## src/rtl/mem_arb_pkg.sv

```systemverilog
// Shared types and constants for the fetch / load-store memory arbiter.
package mem_arb_pkg;

  typedef enum logic [1:0] {
    IDLE,
    IF_RESP,
    LS_RESP
  } state_e;

  typedef enum logic {
    OWN_IF,
    OWN_LS
  } owner_e;

  localparam logic [3:0] BE_ALL = 4'b1111;

endpackage

```

## src/rtl/mem_arbiter_if.sv

```systemverilog
// Bundles the fetch, load/store and memory-side signals of mem_arbiter.
// slave = arbiter side, master = requesters plus memory model side.
interface mem_arbiter_if #(
  parameter int XLEN = 32
) ();

  logic            if_req;
  logic [XLEN-1:0] if_addr;
  logic            if_gnt;
  logic            if_rvalid;
  logic [XLEN-1:0] if_rdata;

  logic            ls_req;
  logic            ls_we;
  logic [XLEN-1:0] ls_addr;
  logic [XLEN-1:0] ls_wdata;
  logic [3:0]      ls_be;
  logic            ls_gnt;
  logic            ls_rvalid;
  logic [XLEN-1:0] ls_rdata;

  logic            mem_req;
  logic            mem_we;
  logic [XLEN-1:0] mem_addr;
  logic [XLEN-1:0] mem_wdata;
  logic [3:0]      mem_be;
  logic            mem_ready;
  logic [XLEN-1:0] mem_rdata;

  modport slave (
    input  if_req, if_addr,
    input  ls_req, ls_we, ls_addr, ls_wdata, ls_be,
    input  mem_ready, mem_rdata,
    output if_gnt, if_rvalid, if_rdata,
    output ls_gnt, ls_rvalid, ls_rdata,
    output mem_req, mem_we, mem_addr, mem_wdata, mem_be
  );

  modport master (
    output if_req, if_addr,
    output ls_req, ls_we, ls_addr, ls_wdata, ls_be,
    output mem_ready, mem_rdata,
    input  if_gnt, if_rvalid, if_rdata,
    input  ls_gnt, ls_rvalid, ls_rdata,
    input  mem_req, mem_we, mem_addr, mem_wdata, mem_be
  );

endinterface

```

## src/rtl/mem_arb_pick.sv

```systemverilog
// Combinational winner selection; MEM_ARB_RR_EN switches contention from
// fixed load/store priority to round-robin against the last winner.
module mem_arb_pick
  import mem_arb_pkg::*;
(
  input  logic   if_req,
  input  logic   ls_req,
  input  logic   mem_ready,
  input  owner_e last_win,
  output logic   issue,
  output owner_e winner
);

  always_comb begin
    issue  = mem_ready & (if_req | ls_req);
    winner = OWN_IF;
    if (ls_req && !if_req) begin
      winner = OWN_LS;
    end else if (ls_req && if_req) begin
`ifdef MEM_ARB_RR_EN
      winner = (last_win == OWN_IF) ? OWN_LS : OWN_IF;
`else
      winner = OWN_LS;
`endif
    end
  end

`ifndef MEM_ARB_RR_EN
  logic unused_last_win;
  assign unused_last_win = last_win;
`endif

endmodule

```

## src/rtl/mem_arbiter.sv

```systemverilog
// Arbitrates fetch and load/store onto one single-port memory with 1-cycle
// read latency. Define MEM_ARB_RR_EN for round-robin contention handling.
module mem_arbiter
  import mem_arb_pkg::*;
#(
  parameter int XLEN  = 32,
  parameter int CNT_W = 16
) (
  input  logic             CLK,
  input  logic             rst,
  mem_arbiter_if.slave     bus,
  output logic [CNT_W-1:0] conflict_cnt
);

  state_e           state_q, state_d;
  logic             we_q, we_d;
  logic [CNT_W-1:0] cnt_q, cnt_d;
  logic             issue_raw;
  logic             issue;
  owner_e           winner;
  owner_e           last_win;

`ifdef MEM_ARB_RR_EN
  owner_e last_win_q, last_win_d;
  assign last_win = last_win_q;
`else
  assign last_win = OWN_IF;
`endif

  mem_arb_pick u_pick (
    .if_req    (bus.if_req),
    .ls_req    (bus.ls_req),
    .mem_ready (bus.mem_ready),
    .last_win  (last_win),
    .issue     (issue_raw),
    .winner    (winner)
  );

  always_comb begin
    issue         = issue_raw & ~rst;
    bus.if_gnt    = 1'b0;
    bus.ls_gnt    = 1'b0;
    bus.mem_req   = issue;
    bus.mem_we    = 1'b0;
    bus.mem_addr  = '0;
    bus.mem_wdata = '0;
    bus.mem_be    = '0;
    state_d       = IDLE;
    we_d          = we_q;
    if (issue) begin
      if (winner == OWN_LS) begin
        bus.ls_gnt    = 1'b1;
        bus.mem_we    = bus.ls_we;
        bus.mem_addr  = bus.ls_addr;
        bus.mem_wdata = bus.ls_wdata;
        bus.mem_be    = bus.ls_be;
        state_d       = LS_RESP;
        we_d          = bus.ls_we;
      end else begin
        bus.if_gnt    = 1'b1;
        bus.mem_addr  = bus.if_addr;
        bus.mem_be    = BE_ALL;
        state_d       = IF_RESP;
      end
    end

    cnt_d = cnt_q;
    if (bus.if_req && bus.ls_req && bus.mem_ready && (cnt_q != '1)) begin
      cnt_d = cnt_q + CNT_W'(1);
    end

    // Responses are masked while rst is high so a reset discards an
    // outstanding access in the very cycle it is asserted.
    bus.if_rvalid = (state_q == IF_RESP) & ~rst;
    bus.ls_rvalid = (state_q == LS_RESP) & ~rst;
    bus.if_rdata  = bus.if_rvalid ? bus.mem_rdata : '0;
    bus.ls_rdata  = (bus.ls_rvalid && !we_q) ? bus.mem_rdata : '0;
  end

`ifdef MEM_ARB_RR_EN
  always_comb begin
    last_win_d = issue ? winner : last_win_q;
  end
`endif

  always_ff @(posedge CLK) begin
    if (rst) begin
      state_q    <= IDLE;
      we_q       <= 1'b0;
      cnt_q      <= '0;
`ifdef MEM_ARB_RR_EN
      last_win_q <= OWN_IF;
`endif
    end else begin
      state_q    <= state_d;
      we_q       <= we_d;
      cnt_q      <= cnt_d;
`ifdef MEM_ARB_RR_EN
      last_win_q <= last_win_d;
`endif
    end
  end

  assign conflict_cnt = cnt_q;

endmodule

```

## src/flat_wrapper.sv

```systemverilog
// flat-port wrapper written by rule: the top's interface ports become plain ports
module mem_arbiter_flat import mem_arb_pkg::*;
#(
  parameter int XLEN  = 32,
  parameter int CNT_W = 16
)
  (CLK, rst, conflict_cnt, bus_if_req, bus_if_addr, bus_ls_req, bus_ls_we, bus_ls_addr, bus_ls_wdata, bus_ls_be, bus_mem_ready, bus_mem_rdata, bus_if_gnt, bus_if_rvalid, bus_if_rdata, bus_ls_gnt, bus_ls_rvalid, bus_ls_rdata, bus_mem_req, bus_mem_we, bus_mem_addr, bus_mem_wdata, bus_mem_be);
  mem_arbiter_if #(.XLEN(XLEN)) bus_i ();
  input  logic CLK;
  input  logic rst;
  output logic [CNT_W-1:0] conflict_cnt;
  input wire logic [$bits(bus_i.if_req)-1:0] bus_if_req;
  input wire logic [$bits(bus_i.if_addr)-1:0] bus_if_addr;
  input wire logic [$bits(bus_i.ls_req)-1:0] bus_ls_req;
  input wire logic [$bits(bus_i.ls_we)-1:0] bus_ls_we;
  input wire logic [$bits(bus_i.ls_addr)-1:0] bus_ls_addr;
  input wire logic [$bits(bus_i.ls_wdata)-1:0] bus_ls_wdata;
  input wire logic [$bits(bus_i.ls_be)-1:0] bus_ls_be;
  input wire logic [$bits(bus_i.mem_ready)-1:0] bus_mem_ready;
  input wire logic [$bits(bus_i.mem_rdata)-1:0] bus_mem_rdata;
  output wire logic [$bits(bus_i.if_gnt)-1:0] bus_if_gnt;
  output wire logic [$bits(bus_i.if_rvalid)-1:0] bus_if_rvalid;
  output wire logic [$bits(bus_i.if_rdata)-1:0] bus_if_rdata;
  output wire logic [$bits(bus_i.ls_gnt)-1:0] bus_ls_gnt;
  output wire logic [$bits(bus_i.ls_rvalid)-1:0] bus_ls_rvalid;
  output wire logic [$bits(bus_i.ls_rdata)-1:0] bus_ls_rdata;
  output wire logic [$bits(bus_i.mem_req)-1:0] bus_mem_req;
  output wire logic [$bits(bus_i.mem_we)-1:0] bus_mem_we;
  output wire logic [$bits(bus_i.mem_addr)-1:0] bus_mem_addr;
  output wire logic [$bits(bus_i.mem_wdata)-1:0] bus_mem_wdata;
  output wire logic [$bits(bus_i.mem_be)-1:0] bus_mem_be;
  assign bus_i.if_req = bus_if_req;
  assign bus_i.if_addr = bus_if_addr;
  assign bus_i.ls_req = bus_ls_req;
  assign bus_i.ls_we = bus_ls_we;
  assign bus_i.ls_addr = bus_ls_addr;
  assign bus_i.ls_wdata = bus_ls_wdata;
  assign bus_i.ls_be = bus_ls_be;
  assign bus_i.mem_ready = bus_mem_ready;
  assign bus_i.mem_rdata = bus_mem_rdata;
  assign bus_if_gnt = bus_i.if_gnt;
  assign bus_if_rvalid = bus_i.if_rvalid;
  assign bus_if_rdata = bus_i.if_rdata;
  assign bus_ls_gnt = bus_i.ls_gnt;
  assign bus_ls_rvalid = bus_i.ls_rvalid;
  assign bus_ls_rdata = bus_i.ls_rdata;
  assign bus_mem_req = bus_i.mem_req;
  assign bus_mem_we = bus_i.mem_we;
  assign bus_mem_addr = bus_i.mem_addr;
  assign bus_mem_wdata = bus_i.mem_wdata;
  assign bus_mem_be = bus_i.mem_be;
  mem_arbiter #(.XLEN(XLEN), .CNT_W(CNT_W)) u_core (.CLK(CLK), .rst(rst), .bus(bus_i), .conflict_cnt(conflict_cnt));
endmodule
```

## config.mk

```make
export PLATFORM = sky130hd
export DESIGN_NAME = mem_arbiter_flat
export DESIGN_NICKNAME = d
export VERILOG_FILES = /design/src/rtl/mem_arb_pkg.sv /design/src/rtl/mem_arbiter_if.sv /design/src/rtl/mem_arb_pick.sv /design/src/rtl/mem_arbiter.sv /design/src/flat_wrapper.sv
export SDC_FILE = /design/constraint.sdc
export NUM_CORES = 1
export LEC_CHECK = 0
export CAP_MARGIN = 20
export CORE_AREA = 2 2 112 114
export DETAILED_ROUTE_END_ITERATION = 7
export DIE_AREA = 0 0 114 116
export GPL_TIMING_DRIVEN = 0
export PLACE_DENSITY = 0.69
export SETUP_SLACK_MARGIN = 0.3
export SYNTH_ARGS = -nofsm -noshare
export SYNTH_HDL_FRONTEND = slang
export SYNTH_SLANG_ARGS = --single-unit
export TNS_END_PERCENT = 1
```

## constraint.sdc

```tcl
create_clock -name CLK -period 1.8 [get_ports CLK]
set_clock_uncertainty 0.15 [all_clocks]
set_input_delay 0.36 -clock CLK [delete_from_list [all_inputs] [get_ports CLK]]
set_output_delay 0.36 -clock CLK [all_outputs]
set_load 0.01 [all_outputs]
```

==> results.json, run 1 <==
{
  "mostFrequentLayoutCells": "clkdlybuf4s50_1, buf_2, and2_1",
  "postSynthAreaPerCell_um2": 7.33,
  "synth_enable_flop_cells": 0,
  "vdd_ir_drop_max_mv": 0.274,
  "dieArea_um2": 13200,
  "fin_crit_sh_pct": 120,
  "worst_ep_required_time_ns": 1.29,
  "timing.critical_path.slowest_cell_delay_ns": 0.26,
  "worst_setup_path_start_kind": "primary input",
  "power_switching_share_pct": 25.2,
  "synth_top_area_share_pct": 31.4,
  "synth_ff_type": "dfxtp_1",
  "power.density_nw_per_um2": 307,
  "met1Wirelength_um": 3840,
  "synth_cells": 266,
  "ctsRootBufferMaster": "clkbuf_16",
  "timing.setup.tns_ns": -18.21,
  "post-dp-hpwl_um": 9410,
  "post-synth-top-area-cell": "and2_1",
  "dieHeight_um": 116,
  "period_needed_ns": 2.16,
  "cpMaxStageDelayCell": "o211ai_1",
  "cts_buffers": 3,
  "wirelength_um": 11300,
  "setup_violating_endpoint_count_in_the_final_report": 117,
  "critical-path-top-cell-by-count": "buf_6",
  "max-cap-violations": 0,
  "cellLeakagePower_nw": 2.48,
  "cts_sinks": 19,
  "gp_routability_congestion": 0.816,
  "io_buffer_count": 291,
  "postLayoutSetupSlackWorst_ns": -0.364,
  "largest_net_degree_at_the_start_of_global_routing": 11,
  "clkLatencyLatePin_ns": 0.25,
  "most_common_library_cell_in_the_layout_ignoring_fill_and_taps": "clkdlybuf4s50_1",
  "initial_standard_cell_utilization_of_the_core_pct": 16.4,
  "combPwrFrac_pct": 43.2,
  "avgViaCountPerCell": 4.45,
  "path_clk_slew_ns": 0.05,
  "route.top_layer_used": "met5",
  "met3WireLength_um": 1190,
  "seq_area_frac_synth_pct": 19.5,
  "nFillCells": 1234,
  "internal_power_mw": 1.17,
  "slew_viol_final": 0,
  "min_path_type": "primary input to register",
  "timing.max_slew.rel_slack_pct": 66.8,
  "grt_first_pass_wirelength_um": 16400,
  "synthDistinctLibCells": 41,
  "finalHoldWorstSlack_ns": 0.276,
  "layout.nets": 723,
  "final_cells": 730,
  "clock_path_buffers": 2,
  "mappedNetlistArea_um2": 1950,
  "grt_usage_pct": 15.3,
  "switching_power_mw": 0.392,
  "tritoncts": "built",
  "drt_iter0_markers": 81,
  "power.clock.fraction_pct": 29.4,
  "cts_max_level": 1,
  "critPathCaptureType": "output pin",
  "rows": 40,
  "critPathArrivalTime_ns": 1.65,
  "run_status": "finished, violations left",
  "post-route-drc-count": 0,
  "routed_wire_length_per_instance_um": 15.5,
  "ys_seq_elements": 19,
  "drt-pass1-iter-count": 4,
  "number_of_global_route_vias_before_repair": 3066,
  "insertedDiodeCount": 0,
  "drive_gt1_share_pct": 38.8,
  "placeableCoreArea_um2": 11900,
  "crit_type": "primary input to output pin",
  "area_growth_pct": 160,
  "failed_checks": "setup timing",
  "placed_cells_incl_taps": 704,
  "dp_slack_ns": -1.67,
  "synth.yosys.warnings": 0,
  "finalHoldViolCount": 0,
  "rsz0062_at_grt": "yes",
  "vias": 3247,
  "worstMarginPinSlew_ns": 0.495,
  "asyncSetResetFlopFracSynth_pct": 0,
  "final_antenna_net_count": 0,
  "top_level_ports": 292,
  "share_seq_of_total_power_pct": 27.3,
  "max_clock_freq_mhz": 462,
  "worstPathCellList": "buf_8, buf_6, o211ai_1, nor2_2, buf_6, buf_6, clkbuf_16, a22o_1, buf_2",
  "cp_max_fo": 5,
  "wl_met2_um": 6170,
  "fp.dieW_um": 114,
  "post_synth_main_area_contributors": "and2_1, dfxtp_1, a22o_1",
  "grt.overflow.total": 0,
  "synth_fp_nets": 405,
  "grt_antenna_before_repair": 1
}
-- per-stage QoR --
step                      util, %  power [mW]  area, um2
final                        42.6        1.56       5070
after global routing         42.6        1.63       5070
after CTS                    41.4        1.55       4940
after detailed placement     42.5        1.11       5060
after global placement       42.5        1.10       5060
after floorplan                 -       0.598       1960
-- critical path: cells and delay by family --
kind	cells	cell delay, ns
AO/OA/AOI/OAI	2	0.46
buffers and inverters	6	0.75
AND/OR/NAND/NOR	1	0.09
-- synth_stat cells (all sizes together) (2+ instances only) --
| cell type | n |
|---|---|
| nor4 | 2 |
| a21oi | 10 |
| nand2 | 8 |
| and2 | 98 |
| inv | 7 |
| nor3b | 3 |
| a211oi | 6 |
| a311oi | 2 |
| dfxtp | 19 |
| o31ai | 2 |
| nor2 | 15 |
| or4 | 2 |
| or3 | 2 |
| a22o | 32 |
| and4 | 2 |
| buf | 8 |
| o21ai | 2 |
| a41oi | 3 |
| nand3 | 9 |
| nand4 | 3 |
| a31oi | 2 |
| nor2b | 2 |
| clkbuf | 12 |
| nor3 | 5 |
-- state kept, by name, indices dropped and copies added, names as in the netlist --
| signal | flops |
|---|---|
| u_core.conflict_cnt | 16 |
| u_core.state_q | 2 |
| u_core.we_q | 1 |
-- routing by layer --
metal	vias to the layer above	global-route usage [%]
met3	12	3.77
li1	1583	-
met4	2	2.85
met2	186	30.3
met1	1464	16.3
met5	-	0
-- power by group through the flow --
stage	sequential, mW	combinational [mW]	clock, mW
2_1_floorplan	0.437	0.161	0
3_3_place_gp	0.437	0.662	0
3_5_place_dp	0.437	0.671	0
4_1_cts	0.428	0.658	0.463
5_1_grt	0.427	0.718	0.481
6_report	0.426	0.674	0.459
-- cell type report --
cell class | count | area [um2] | share of cell area (%)
timing repair buffer | 313 | 2580 | 50.9
buffer | 20 | 251 | 4.96
inverter | 7 | 26.3 | 0.518
tap | 147 | 184 | 3.63
sequential | 19 | 408 | 8.04
multi-input combinational | 220 | 1540 | 30.4
clock buffer | 4 | 78.8 | 1.55
-- kinds of logic after synthesis --
family / Yosys count / share of synthesized area (%)
and+or+nand+nor: 155 / 48.3
buffers and inverters: 27 / 5.77
muxes: 2 / 1.09
DFF: 19 / 19.5
AOI/OAI and AO/OA: 62 / 24.7
adders and majority gates: 1 / 0.641
-- path summary, 6_finish.rpt --
check / slack (ns) / end / start / cells after the start
worst min register to register: 0.33 / u_core.conflict_cnt[9]$_SDFFE_PP0P_ / u_core.conflict_cnt[9]$_SDFFE_PP0P_ / 1
worst min-delay path: 0.28 / u_core.state_q[1]$_SDFF_PP0_ / bus_mem_ready / 3
worst max register to register: -0.05 / u_core.conflict_cnt[10]$_SDFFE_PP0P_ / u_core.conflict_cnt[0]$_SDFFE_PP0P_ / 5
worst max-delay path: -0.36 / bus_mem_addr[20] / bus_ls_req / 9
-- repair_timing --
item,in CTS,in global routing
setup buffers,18,1
pin swaps,21,9
endpoints found under the setup margin,173,161
hold buffers,0,0
resized for setup,646,47
gates cloned,2,1
Note: power is estimated with default switching activity, not from simulation.
==> run 2, diff against run 1 <==
- CORE_AREA: 2 2 112 114 -> 5 5 109 111
- PLACE_DENSITY: 0.69 -> 0.76
==> run 2 against run 1 <==
The flow still finishes with violations (setup timing); total power shrank 8.8%; routed wire length grew 7.8%; sequential cell count is the same; worst hold slack lost 0.059 ns; largest cell class unchanged; core utilization grew 5.8 points; combinational power grew 4.3%.
==> results.json, run 2 (synthesis results as in run 1) <==
{
  "vdd_ir_drop_max_mv": 0.206,
  "critPathArrivalTime_ns": 1.54,
  "grt.overflow.total": 0,
  "postPlaceCellArea_um2": 5050,
  "placed_cells_incl_taps": 697,
  "drt-pass1-iter-count": 4,
  "fp.dieW_um": 114,
  "r2r_cells": 4,
  "routed_wire_length_per_instance_um": 16.8,
  "nFillCells": 1065,
  "final_cells": 729,
  "crit_path_start": "bus_ls_req",
  "dieHeight_um": 116,
  "vias": 3263,
  "grt_usage_pct": 16.5,
  "final_core_util_pct": 48.4,
  "rsz0062_at_grt": "yes",
  "origin_of_the_worst_min_delay_path": "bus_ls_req",
  "drt_iter0_markers": 66,
  "initial_standard_cell_utilization_of_the_core_pct": 18.2,
  "postLayoutSetupSlackWorst_ns": -0.250,
  "rows": 38,
  "placeableCoreArea_um2": 10700,
  "worst_ep_required_time_ns": 1.29,
  "slew_viol_final": 0,
  "layout.cell_area.non_filler_um2": 5180,
  "area_growth_pct": 165,
  "top_level_ports": 292,
  "clkLatencyLatePin_ns": 0.25,
  "worstReg2RegStart": "u_core.conflict_cnt[7]$_SDFFE_PP0P_",
  "cts_sinks": 19,
  "whs_path_depth": 3,
  "largest_register_ff_count": 16,
  "period_needed_ns": 2.05,
  "worstMarginPinSlew_ns": 0.548,
  "post-route-drc-count": 0,
  "min_path_type": "primary input to register",
  "grt_antenna_before_repair": 0,
  "wirelength_um": 12200,
  "power.density_nw_per_um2": 275,
  "insertedDiodeCount": 0,
  "cts_buffers": 3,
  "crit_type": "primary input to output pin",
  "timing.max_slew.rel_slack_pct": 63.2,
  "area_occupied_by_multi_input_gates_um2": 1570,
  "ctsRootBufferMaster": "clkbuf_8",
  "gp_routability_congestion": 0.905,
  "fin_crit_sh_pct": 114,
  "max-cap-violations": 0,
  "critPathCaptureType": "output pin",
  "cp_max_fo": 7,
  "run_status": "finished, violations left",
  "io_buffer_count": 291,
  "layout.nets": 729,
  "worst_setup_path_start_kind": "primary input",
  "failed_checks": "setup timing",
  "tritoncts": "built",
  "area.sequential_um2": 419,
  "post-dp-hpwl_um": 10200,
  "path_clk_slew_ns": 0.07,
  "cellLeakagePower_nw": 2.50,
  "dieArea_um2": 13200,
  "avgViaCountPerCell": 4.48,
  "largest_net_degree_at_the_start_of_global_routing": 12,
  "number_of_global_route_vias_before_repair": 3363,
  "final_antenna_net_count": 0,
  "mostFrequentLayoutCells": "clkdlybuf4s50_1, buf_2, and2_1",
  "most_common_library_cell_in_the_layout_ignoring_fill_and_taps": "clkdlybuf4s50_1",
  "drive_gt1_share_pct": 41.1,
  "setup_violating_endpoint_count_in_the_final_report": 136,
  "max_clock_freq_mhz": 488,
  "finalHoldViolCount": 0,
  "grt_first_pass_wirelength_um": 17900,
  "clock_path_buffers": 2,
  "cts_max_level": 1
}
==> run 2: worst max-delay path, stage by stage <==
cell and delay [ns]:
buf_6 0.10, buf_6 0.12, o211ai_1 0.28, nor2_2 0.06, buf_6 0.15, buf_4 0.15, a22o_1 0.19, buf_6 0.12
==> run 2: final timing paths <==
path,end,slack [ns]
max,bus_mem_addr[10],-0.25
min reg2reg,u_core.conflict_cnt[9]$_SDFFE_PP0P_,0.35
max reg2reg,u_core.conflict_cnt[0]$_SDFFE_PP0P_,-0.07
min,u_core.state_q[0]$_SDFF_PP0_,0.22
==> run 2: what timing repair did <==
action / 4_1_cts / 5_1_grt
buffers inserted: 22 / 3
endpoints found under the setup margin: 173 / 157
hold buffers: 0 / 0
resized for setup: 646 / 92
pin swaps: 26 / 13
gates cloned: 2 / 1
==> run 2: power by group <==
group	switching (mW)	internal, mW
combinational	0.239	0.464
clock	0.144	0.154
sequential	0.00563	0.415
==> run 2: through the flow <==
step | setup WS, ns | TNS [ns] | hold slack [ns] | power (mW)
6_report | -0.250 | -16.36 | 0.216 | 1.42
5_1_grt | -0.328 | -27.22 | 0.212 | 1.50
4_1_cts | -0.285 | -22.08 | 0.210 | 1.41
3_5_place_dp | -1.63 | -183.37 | 0.314 | 1.11
2_1_floorplan | -0.104 | -3.32 | 0.287 | 0.598
3_3_place_gp | -1.62 | -180.11 | 0.313 | 1.10
==> run 2: layout make-up <==
cell class | instances | area share, %
Multi-Input combinational cell | 220 | 30.4
Buffer | 20 | 4.76
Timing Repair Buffer | 319 | 52.0
Clock buffer | 3 | 0.797
Inverter | 7 | 0.507
Tap cell | 140 | 3.38
Clock inverter | 1 | 0.0966
Sequential cell | 19 | 8.09
==> run 2: per-layer routing <==
layer	GRT usage (%)	up-vias	share of wire, %
met1	16.6	1477	34
met5	0	-	0
met2	32.6	177	54
li1	-	1598	-
met4	3.17	0	1.2
met3	5.85	11	11
==> run 3, diff against run 2 <==
- TNS_END_PERCENT: 1 -> 10
==> run 3 against run 2 <==
The run still ends with setup timing left; sequential power barely moved; via count up 1.3%; final cell count unchanged; maximum frequency is 1.3% higher; setup slack better by 0.026 ns; first-iteration DRC count grew 45%; non-clock buffer count unchanged; sequential cell count stayed put; routed wire length increased by 1.1%; register-to-register slack gained 0.04 ns.
==> results.json, run 3 (synthesis results as in run 1) <==
{
  "run_status": "finished, violations left",
  "failed_checks": "setup timing",
  "layout.cell_area.non_filler_um2": 5350,
  "cp_max_fo": 6,
  "path_clk_slew_ns": 0.07,
  "share_seq_of_total_power_pct": 29.0,
  "cts_buffers": 3,
  "vdd_ir_drop_max_mv": 0.227,
  "fp.dieW_um": 114,
  "period_needed_ns": 2.02,
  "cts_hold_buffers": 0,
  "initial_standard_cell_utilization_of_the_core_pct": 18.2,
  "crit_type": "primary input to output pin",
  "placeableCoreArea_um2": 10700,
  "drive_gt1_share_pct": 43.8,
  "rows": 38,
  "critPathArrivalTime_ns": 1.51,
  "timing.critical_path.slowest_cell_delay_ns": 0.26,
  "post-route-drc-count": 0,
  "total_power_mw": 1.45,
  "grt_first_pass_wirelength_um": 18100,
  "vias": 3304,
  "max-cap-violations": 0,
  "worstMarginPinSlew_ns": 0.505,
  "most_common_library_cell_in_the_layout_ignoring_fill_and_taps": "clkdlybuf4s50_1",
  "final_antenna_net_count": 0,
  "dieArea_um2": 13200,
  "final_core_util_pct": 50.0,
  "power.clock.fraction_pct": 20.9,
  "cpMaxStageDelayCell": "o211ai_1",
  "postPlaceCellArea_um2": 5060,
  "cts_sinks": 19,
  "clock_path_buffers": 2,
  "largest_register_ff_count": 16,
  "drt_iter0_markers": 96,
  "io_buffer_count": 291,
  "fin_crit_sh_pct": 112,
  "setup_violating_endpoint_count_in_the_final_report": 131,
  "worstPathCellList": "buf_8, buf_8, o211ai_1, nor2_2, buf_6, buf_8, a22o_1, buf_6",
  "avgViaCountPerCell": 4.53,
  "max_clock_freq_mhz": 494,
  "cellLeakagePower_nw": 2.58,
  "worst_ep_required_time_ns": 1.29,
  "worst_setup_path_start_kind": "primary input",
  "critPathCaptureType": "output pin",
  "number_of_global_route_vias_before_repair": 3400,
  "finalHoldWorstSlack_ns": 0.271,
  "postLayoutSetupSlackWorst_ns": -0.225,
  "grt_antenna_before_repair": 0,
  "ctsRootBufferMaster": "clkbuf_8",
  "grt_usage_pct": 16.7,
  "critical-path-top-cell-by-count": "buf_8",
  "dieHeight_um": 116,
  "grt.overflow.total": 0,
  "power.density_nw_per_um2": 272,
  "switching_power_mw": 0.395,
  "post-dp-hpwl_um": 10300,
  "mostFrequentLayoutCells": "clkdlybuf4s50_1, buf_2, and2_1",
  "cts_max_level": 1,
  "layout.nets": 729,
  "tritoncts": "built",
  "internal_power_mw": 1.06,
  "area_growth_pct": 174,
  "routed_wire_length_per_instance_um": 16.9,
  "min_path_type": "primary input to register",
  "top_level_ports": 292,
  "rsz0062_at_grt": "yes",
  "largest_net_degree_at_the_start_of_global_routing": 11,
  "clkLatencyLatePin_ns": 0.26,
  "gp_routability_congestion": 0.876,
  "timing.max_slew.rel_slack_pct": 66.1,
  "insertedDiodeCount": 0,
  "slew_viol_final": 0,
  "power_switching_share_pct": 27.2,
  "drt-pass1-iter-count": 4,
  "combPwrFrac_pct": 50.2,
  "wirelength_um": 12400,
  "finalHoldViolCount": 0,
  "dp_slack_ns": -1.69
}
run 3: cell types whose count changed in the layout (fill, tap and decap cells not counted), sizes merged:
cell,delta
buf,+3
clkdlybuf4s15,-2
clkinv,-1
run 3: layout make-up:
type                            count  area (um2)
Buffer                             20         269
Clock buffer                        4        45.0
Fill cell                        1034        5350
Inverter                            7        26.3
Multi-Input combinational cell    220        1620
Sequential cell                    19         418
Tap cell                          140         175
Timing Repair Buffer              319        2790
run 3: what timing repair did:
| action | 4_1_cts | 5_1_grt |
|---|---|---|
| hold endpoints to repair | 0 | 0 |
| setup endpoints to repair | 173 | 157 |
| cloned | 4 | 1 |
| setup buffers | 22 | 1 |
| gates resized for setup | 702 | 77 |
| pin swaps | 44 | 23 |
run 3: power by group through the flow:
stage / registers [mW] / clock network [mW] / logic (mW)
2_1_floorplan: 0.437 / 0 / 0.163
3_3_place_gp: 0.437 / 0 / 0.667
3_5_place_dp: 0.437 / 0 / 0.675
4_1_cts: 0.423 / 0.305 / 0.711
5_1_grt: 0.422 / 0.334 / 0.771
6_report: 0.421 / 0.303 / 0.729
run 3: worst max-delay path: cells and delay by family:
kind / cells / cell delay [ns]
AOI/OAI and AO/OA: 2 / 0.46
buffers and inverters: 5 / 0.62
and+or+nand+nor: 1 / 0.06
run 3: per-stage QoR:
| step | TNS [ns] | cells |
|---|---|---|
| floorplan | -2.08 | 266 |
| global placement | -183.49 | 697 |
| detailed placement | -183.99 | 697 |
| CTS | -21.96 | 727 |
| global route | -26.02 | 729 |
| finish | -16.06 | 729 |
run 3: worst paths after layout:
path,start,endpoint,slack (ns),cells after the start
max reg2reg,u_core.conflict_cnt[0]$_SDFFE_PP0P_,u_core.conflict_cnt[3]$_SDFFE_PP0P_,-0.03,5
min,bus_mem_ready,u_core.we_q$_SDFFE_PP0P_,0.27,3
max,bus_ls_req,bus_mem_addr[30],-0.22,8
min reg2reg,u_core.conflict_cnt[9]$_SDFFE_PP0P_,u_core.conflict_cnt[9]$_SDFFE_PP0P_,0.32,1
run 3: layer usage:
layer	global-route usage [%]	routed length, um	vias up	part of all wire [%]
met3	5.33	1250	21	10
met2	32.3	6440	201	52
met4	4.59	265	0	2.1
met5	0	0	-	0
met1	17.2	4400	1478	36
li1	-	-	1604	-
